[src/rtl/mmio_write_fifo_if.sv]
// rtl/mmio_write_fifo_if.sv - CPU snoop bus, status read-back and consumer stream of the MMIO write FIFO
interface mmio_write_fifo_if #(
  parameter int WIDTH = 8,
  parameter int DEPTH = 8
);
  logic                       memwrite;
  logic                       memread;
  logic [WIDTH-1:0]           adr;
  logic [WIDTH-1:0]           writedata;
  logic [WIDTH-1:0]           io_rdata;
  logic                       io_hit;
  logic                       out_valid;
  logic [WIDTH-1:0]           out_data;
  logic                       out_ready;
  logic [$clog2(DEPTH):0]     count;
  logic                       overflow;

  modport master (
    output memwrite, memread, adr, writedata, out_ready,
    input  io_rdata, io_hit, out_valid, out_data, count, overflow
  );

  modport slave (
    input  memwrite, memread, adr, writedata, out_ready,
    output io_rdata, io_hit, out_valid, out_data, count, overflow
  );
endinterface

[src/rtl/mmio_write_fifo.sv]
// rtl/mmio_write_fifo.sv - captures CPU writes to IO_ADDR into a show-ahead FIFO with a sticky overflow status
module mmio_write_fifo #(
  parameter int               WIDTH       = 8,
  parameter int               DEPTH       = 8,
  parameter logic [WIDTH-1:0] IO_ADDR     = 8'hFF,
  parameter logic [WIDTH-1:0] STATUS_ADDR = 8'hFE
) (
  input  logic            clk,
  input  logic            reset,
  mmio_write_fifo_if.slave bus
);
  localparam int AW = $clog2(DEPTH);
  localparam int CW = AW + 1;

  logic [WIDTH-1:0] mem [DEPTH];
  logic [AW-1:0]    wr_ptr_q, wr_ptr_d;
  logic [AW-1:0]    rd_ptr_q, rd_ptr_d;
  logic [CW-1:0]    count_q, count_d;
  logic             overflow_q, overflow_d;

  logic push_req, pop, full, empty, push_ok, drop, clear;
  logic [WIDTH-1:0] status;

  assign full     = (count_q == CW'(DEPTH));
  assign empty    = (count_q == '0);
  assign push_req = bus.memwrite && (bus.adr == IO_ADDR);
  assign pop      = !empty && bus.out_ready;
  // A pop in the same cycle frees a slot, so a full FIFO can still accept
  assign push_ok  = push_req && (!full || pop);
  assign drop     = push_req && full && !pop;
  assign clear    = bus.memwrite && (bus.adr == STATUS_ADDR) && bus.writedata[0];

  always_comb begin
    wr_ptr_d   = wr_ptr_q;
    rd_ptr_d   = rd_ptr_q;
    count_d    = count_q;
    overflow_d = overflow_q;
    if (push_ok) wr_ptr_d = wr_ptr_q + 1'b1;
    if (pop)     rd_ptr_d = rd_ptr_q + 1'b1;
    if (push_ok && !pop)      count_d = count_q + 1'b1;
    else if (!push_ok && pop) count_d = count_q - 1'b1;
    if (drop)       overflow_d = 1'b1;
    else if (clear) overflow_d = 1'b0;
  end

  always_ff @(posedge clk) begin
    if (!reset) begin
      wr_ptr_q   <= '0;
      rd_ptr_q   <= '0;
      count_q    <= '0;
      overflow_q <= 1'b0;
    end else begin
      wr_ptr_q   <= wr_ptr_d;
      rd_ptr_q   <= rd_ptr_d;
      count_q    <= count_d;
      overflow_q <= overflow_d;
    end
  end

  always_ff @(posedge clk) begin
    if (reset && push_ok) mem[wr_ptr_q] <= bus.writedata;
  end

  always_comb begin
    status             = '0;
    status[WIDTH-1]    = overflow_q;
    status[WIDTH-2]    = full;
    status[WIDTH-3]    = empty;
    status[CW-1:0]     = count_q;
  end

  assign bus.io_hit    = bus.memread && (bus.adr == STATUS_ADDR);
  assign bus.io_rdata  = bus.io_hit ? status : '0;
  assign bus.out_valid = !empty;
  assign bus.out_data  = empty ? '0 : mem[rd_ptr_q];
  assign bus.count     = count_q;
  assign bus.overflow  = overflow_q;
endmodule

[src/flat_wrapper.sv]
// flat-port wrapper written by rule: the top's interface ports become plain ports
module mmio_write_fifo_flat 
#(
  parameter int               WIDTH       = 8,
  parameter int               DEPTH       = 8,
  parameter logic [WIDTH-1:0] IO_ADDR     = 8'hFF,
  parameter logic [WIDTH-1:0] STATUS_ADDR = 8'hFE
)
  (clk, reset, bus_memwrite, bus_memread, bus_adr, bus_writedata, bus_out_ready, bus_io_rdata, bus_io_hit, bus_out_valid, bus_out_data, bus_count, bus_overflow);
  mmio_write_fifo_if #(.WIDTH(WIDTH), .DEPTH(DEPTH)) bus_i ();
  input  logic clk;
  input  logic reset;
  input wire logic [$bits(bus_i.memwrite)-1:0] bus_memwrite;
  input wire logic [$bits(bus_i.memread)-1:0] bus_memread;
  input wire logic [$bits(bus_i.adr)-1:0] bus_adr;
  input wire logic [$bits(bus_i.writedata)-1:0] bus_writedata;
  input wire logic [$bits(bus_i.out_ready)-1:0] bus_out_ready;
  output wire logic [$bits(bus_i.io_rdata)-1:0] bus_io_rdata;
  output wire logic [$bits(bus_i.io_hit)-1:0] bus_io_hit;
  output wire logic [$bits(bus_i.out_valid)-1:0] bus_out_valid;
  output wire logic [$bits(bus_i.out_data)-1:0] bus_out_data;
  output wire logic [$bits(bus_i.count)-1:0] bus_count;
  output wire logic [$bits(bus_i.overflow)-1:0] bus_overflow;
  assign bus_i.memwrite = bus_memwrite;
  assign bus_i.memread = bus_memread;
  assign bus_i.adr = bus_adr;
  assign bus_i.writedata = bus_writedata;
  assign bus_i.out_ready = bus_out_ready;
  assign bus_io_rdata = bus_i.io_rdata;
  assign bus_io_hit = bus_i.io_hit;
  assign bus_out_valid = bus_i.out_valid;
  assign bus_out_data = bus_i.out_data;
  assign bus_count = bus_i.count;
  assign bus_overflow = bus_i.overflow;
  mmio_write_fifo #(.WIDTH(WIDTH), .DEPTH(DEPTH), .IO_ADDR(IO_ADDR), .STATUS_ADDR(STATUS_ADDR)) u_core (.clk(clk), .reset(reset), .bus(bus_i));
endmodule
[config.mk]
export PLATFORM = sky130hd
export DESIGN_NAME = mmio_write_fifo_flat
export DESIGN_NICKNAME = d
export VERILOG_FILES = /design/src/rtl/mmio_write_fifo_if.sv /design/src/rtl/mmio_write_fifo.sv /design/src/flat_wrapper.sv
export SDC_FILE = /design/constraint.sdc
export NUM_CORES = 1
export LEC_CHECK = 0
export BUFFER_PORTS_ARGS = -buffer_cell sky130_fd_sc_hd__buf_2
export CAP_MARGIN = 10
export CORE_ASPECT_RATIO = 1.5
export CORE_MARGIN = 2
export CORE_UTILIZATION = 40
export CTS_CLUSTER_SIZE = 40
export DETAILED_ROUTE_END_ITERATION = 16
export PLACE_DENSITY = 0.67
export SYNTH_ARGS = -nofsm -noshare
export SYNTH_HDL_FRONTEND = slang
export SYNTH_SLANG_ARGS = --single-unit
export TNS_END_PERCENT = 20
[constraint.sdc]
create_clock -name clk -period 4 [get_ports clk]
set_clock_uncertainty 0.2 [all_clocks]
set_input_delay 1.2 -clock clk [delete_from_list [all_inputs] [get_ports clk]]
set_output_delay 1.2 -clock clk [all_outputs]
set_load 0.005 [all_outputs]
==> run summary <==
Syn. warnings = 0
Count leader, synth = edfxtp_1
Crit-path max FO = 8
Initial Util = 0.412
Worst EP arrival = 2.18 ns
Synth top area share = 0.583
# setup viols final = 0
Gpl congestion = 0.721
P per Cell Area = 534 nW/µm²
Routed WL per cell = 17.6 µm
Die width = 78.1 µm
# nets final = 279
Proportion of synthesized area in mux cells = 0.149
Residual DRC = 0
Via Count = 1875
Number of flops mapped to enable cells by yosys = 64
Crit Path Category = primary input to output port
Dpl cell area = 3660 µm²
CP Capture Type = output port
Die ar. = 9000 µm²
Commonest register cell after synthesis = edfxtp_1
R2r startpoint = u_core.bus.count[0]
Part of the cycle the worst path needs = 0.894
Post-CTS Hold Fix Bufs = 0
Vias in the first global route = 1954
Number of I/O pins = 44
Reg area = 2200 µm²
Post-Synth Adder-Cell Area = 0.0250
Synth async-reset ratio = 0
Max-Cap Viols = 0
Die extent in y = 115 µm
Final setup TNS = 0 ns
Hold/Removal Path Class = register to register
CTS Buf Count = 9
Clock root buffer = clkbuf_16
Most instantiated cells after synthesis = 64 x edfxtp_1, 16 x mux4_2, 16 x nor2_1
Ant diodes = 0
IO buf count = 42
Post-synth top area cell = edfxtp_1
Overall power = 2.12 mW
Setup WS post-layout = 0.425 ns
Post-CTS Setup Inserts = 0
Number of cells on the worst hold path = 2
# rows = 40
CP startpoint = bus_adr[0]
Unrepaired setup endpoints after global routing = false
Initial antenna violation count = 0
Syn Nets = 227
Post-Syn Instances = 200
DRT iter0 DRCs = 153
Area of the multi-input gates = 1040 µm²
Post-synthesis area per instance = 16.5 µm²
Seq cells post-synth = 78
Clock tree buffer depth = 2
Clock tree from TritonCTS = yes
Synth area leaders = edfxtp_1 58%, mux4_2 11%, dfxtp_1 8.5%
Worst hold slack = 0.305 ns
Skew-Pair Late Insertion Delay = 0.33 ns
Clk slew on worst S/H paths = 0.05 ns
TritonCTS Sinks = 78
Largest net degree at the start of global routing = 21
Final Critical Period = 3.58 ns
Area of the core = 8010 µm²
Post-CTS resize count = 0
Number of fill cells = 692
Share of layout cells above drive strength 1 = 0.374
First-pass GRT wire length = 9.94 mm
Total routed wirelength = 6.37 mm
Leakage = 1.40 nW
Largest family of logic cells by synthesized area = multiplexers
Flop2flop setup slack = 0.99 ns
Post-synthesis simple-gate area fraction = 0.118
Max-slew headroom = 0.460
Status = completed
TritonRoute pass-1 iters = 4
Fmax = 280 MHz
Post-route ant nets = 0
Unique masters post-synth = 40
Worst EP required = 2.60 ns
Htree depth = 3
Post-DP HPWL = 4.29 mm
Tightest Pin Transition = 0.804 ns
Final Instance Area = 3970 µm²
Cell area after synthesis = 3300 µm²
Peak VDD IR = 0.000247 V
Synth Area in XOR/XNOR = 0.0106
Overflow after GRT = 0
Reg-to-Reg End = u_core.bus.count[3]
Min-delay src = u_core.rd_ptr_q[1]
Final hold vios = 0
Vias/cell = 5.18
Gr usage total = 0.154
Crit start category = primary input
Sequential fraction of the synthesis area = 0.668
Worst reg2reg path depth = 10
Placement Setup Slack = 0.404 ns
Syn-to-layout area delta = 20.5%
Area fraction in compound gates after synthesis = 0.0110
Count of pins over their slew limit = 0
how the worst max path moves through the flow:
stage                            endpoint  slack (ns)
after floorplan           bus_io_rdata[6]        0.62
final                     bus_io_rdata[6]        0.42
after detailed placement  bus_io_rdata[6]        0.40
after CTS                 bus_io_rdata[6]        0.40
after global routing      bus_io_rdata[6]        0.34
after global placement    bus_io_rdata[6]        0.43
layout by cell type (no fill, tap or decap), types with 2 or more instances in the layout:
cell / netlist / layout
clkinv_2: 0 / 2
mux4_2: 16 / 16
buf_4: 2 / 9
buf_2: 3 / 42
xnor2_1: 4 / 4
dfxtp_1: 14 / 14
and2_1: 10 / 10
nor3_2: 3 / 3
nand3_1: 5 / 5
clkbuf_16: 0 / 9
edfxtp_1: 64 / 64
clkinvlp_4: 0 / 2
nand2b_1: 3 / 3
mux2i_1: 13 / 13
bufinv_16: 0 / 2
nor2_1: 16 / 16
nand2_1: 10 / 10
o21ai_0: 2 / 2
nand4_1: 2 / 2
ha_1: 5 / 5
and3_2: 2 / 2
power breakdown:
group	internal, mW	leakage, nW	switching [mW]	total, mW
clock network	0.541	0.149	0.300	0.841
registers	0.897	0.689	0.0503	0.947
logic	0.177	0.566	0.157	0.334
per-layer routing:
layer	global-route usage	vias to the layer above	wire length, µm
met1	0.163	929	2380
met3	0.0463	9	396
met2	0.281	70	3490
met5	0	-	0
li1	-	867	-
met4	0.0702	0	94
cell type report:
cell class,count,area share
clock buffer,9,0.0567
clock inverter,7,0.0224
inverter,2,0.00189
multi-input combinational,110,0.262
sequential,78,0.555
tap,105,0.0331
timing repair buffer,51,0.0699
critical path, cell delays in order:
cell	delay, ns
buf_2	0.12
and4b_1	0.26
and3_1	0.29
and3_2	0.21
buf_2	0.10
registers in the layout, summed over array words and instances, names as in the netlist, named ones only:
name / flops
u_core.mem: 64
u_core.bus.count: 4
u_core.rd_ptr_q: 3
u_core.wr_ptr_q: 3
u_core.bus.overflow: 1
logic make-up after synthesis:
| group | Yosys count |
|---|---|
| muxes | 29 |
| and+or+nand+nor | 64 |
| other | 1 |
| DFF | 78 |
| AOI/OAI and AO/OA | 6 |
| buffers and inverters | 12 |
| adders and majority gates | 6 |
| xor gates and xnor gates | 4 |
stage by stage:
step                      instances  utilization
after global placement          346        0.457
after detailed placement        346        0.457
after floorplan                 200            -
after CTS                       362        0.496
final                           362        0.496
after global routing            362        0.496
No activity file was read; power rests on OpenSTA's default activity.
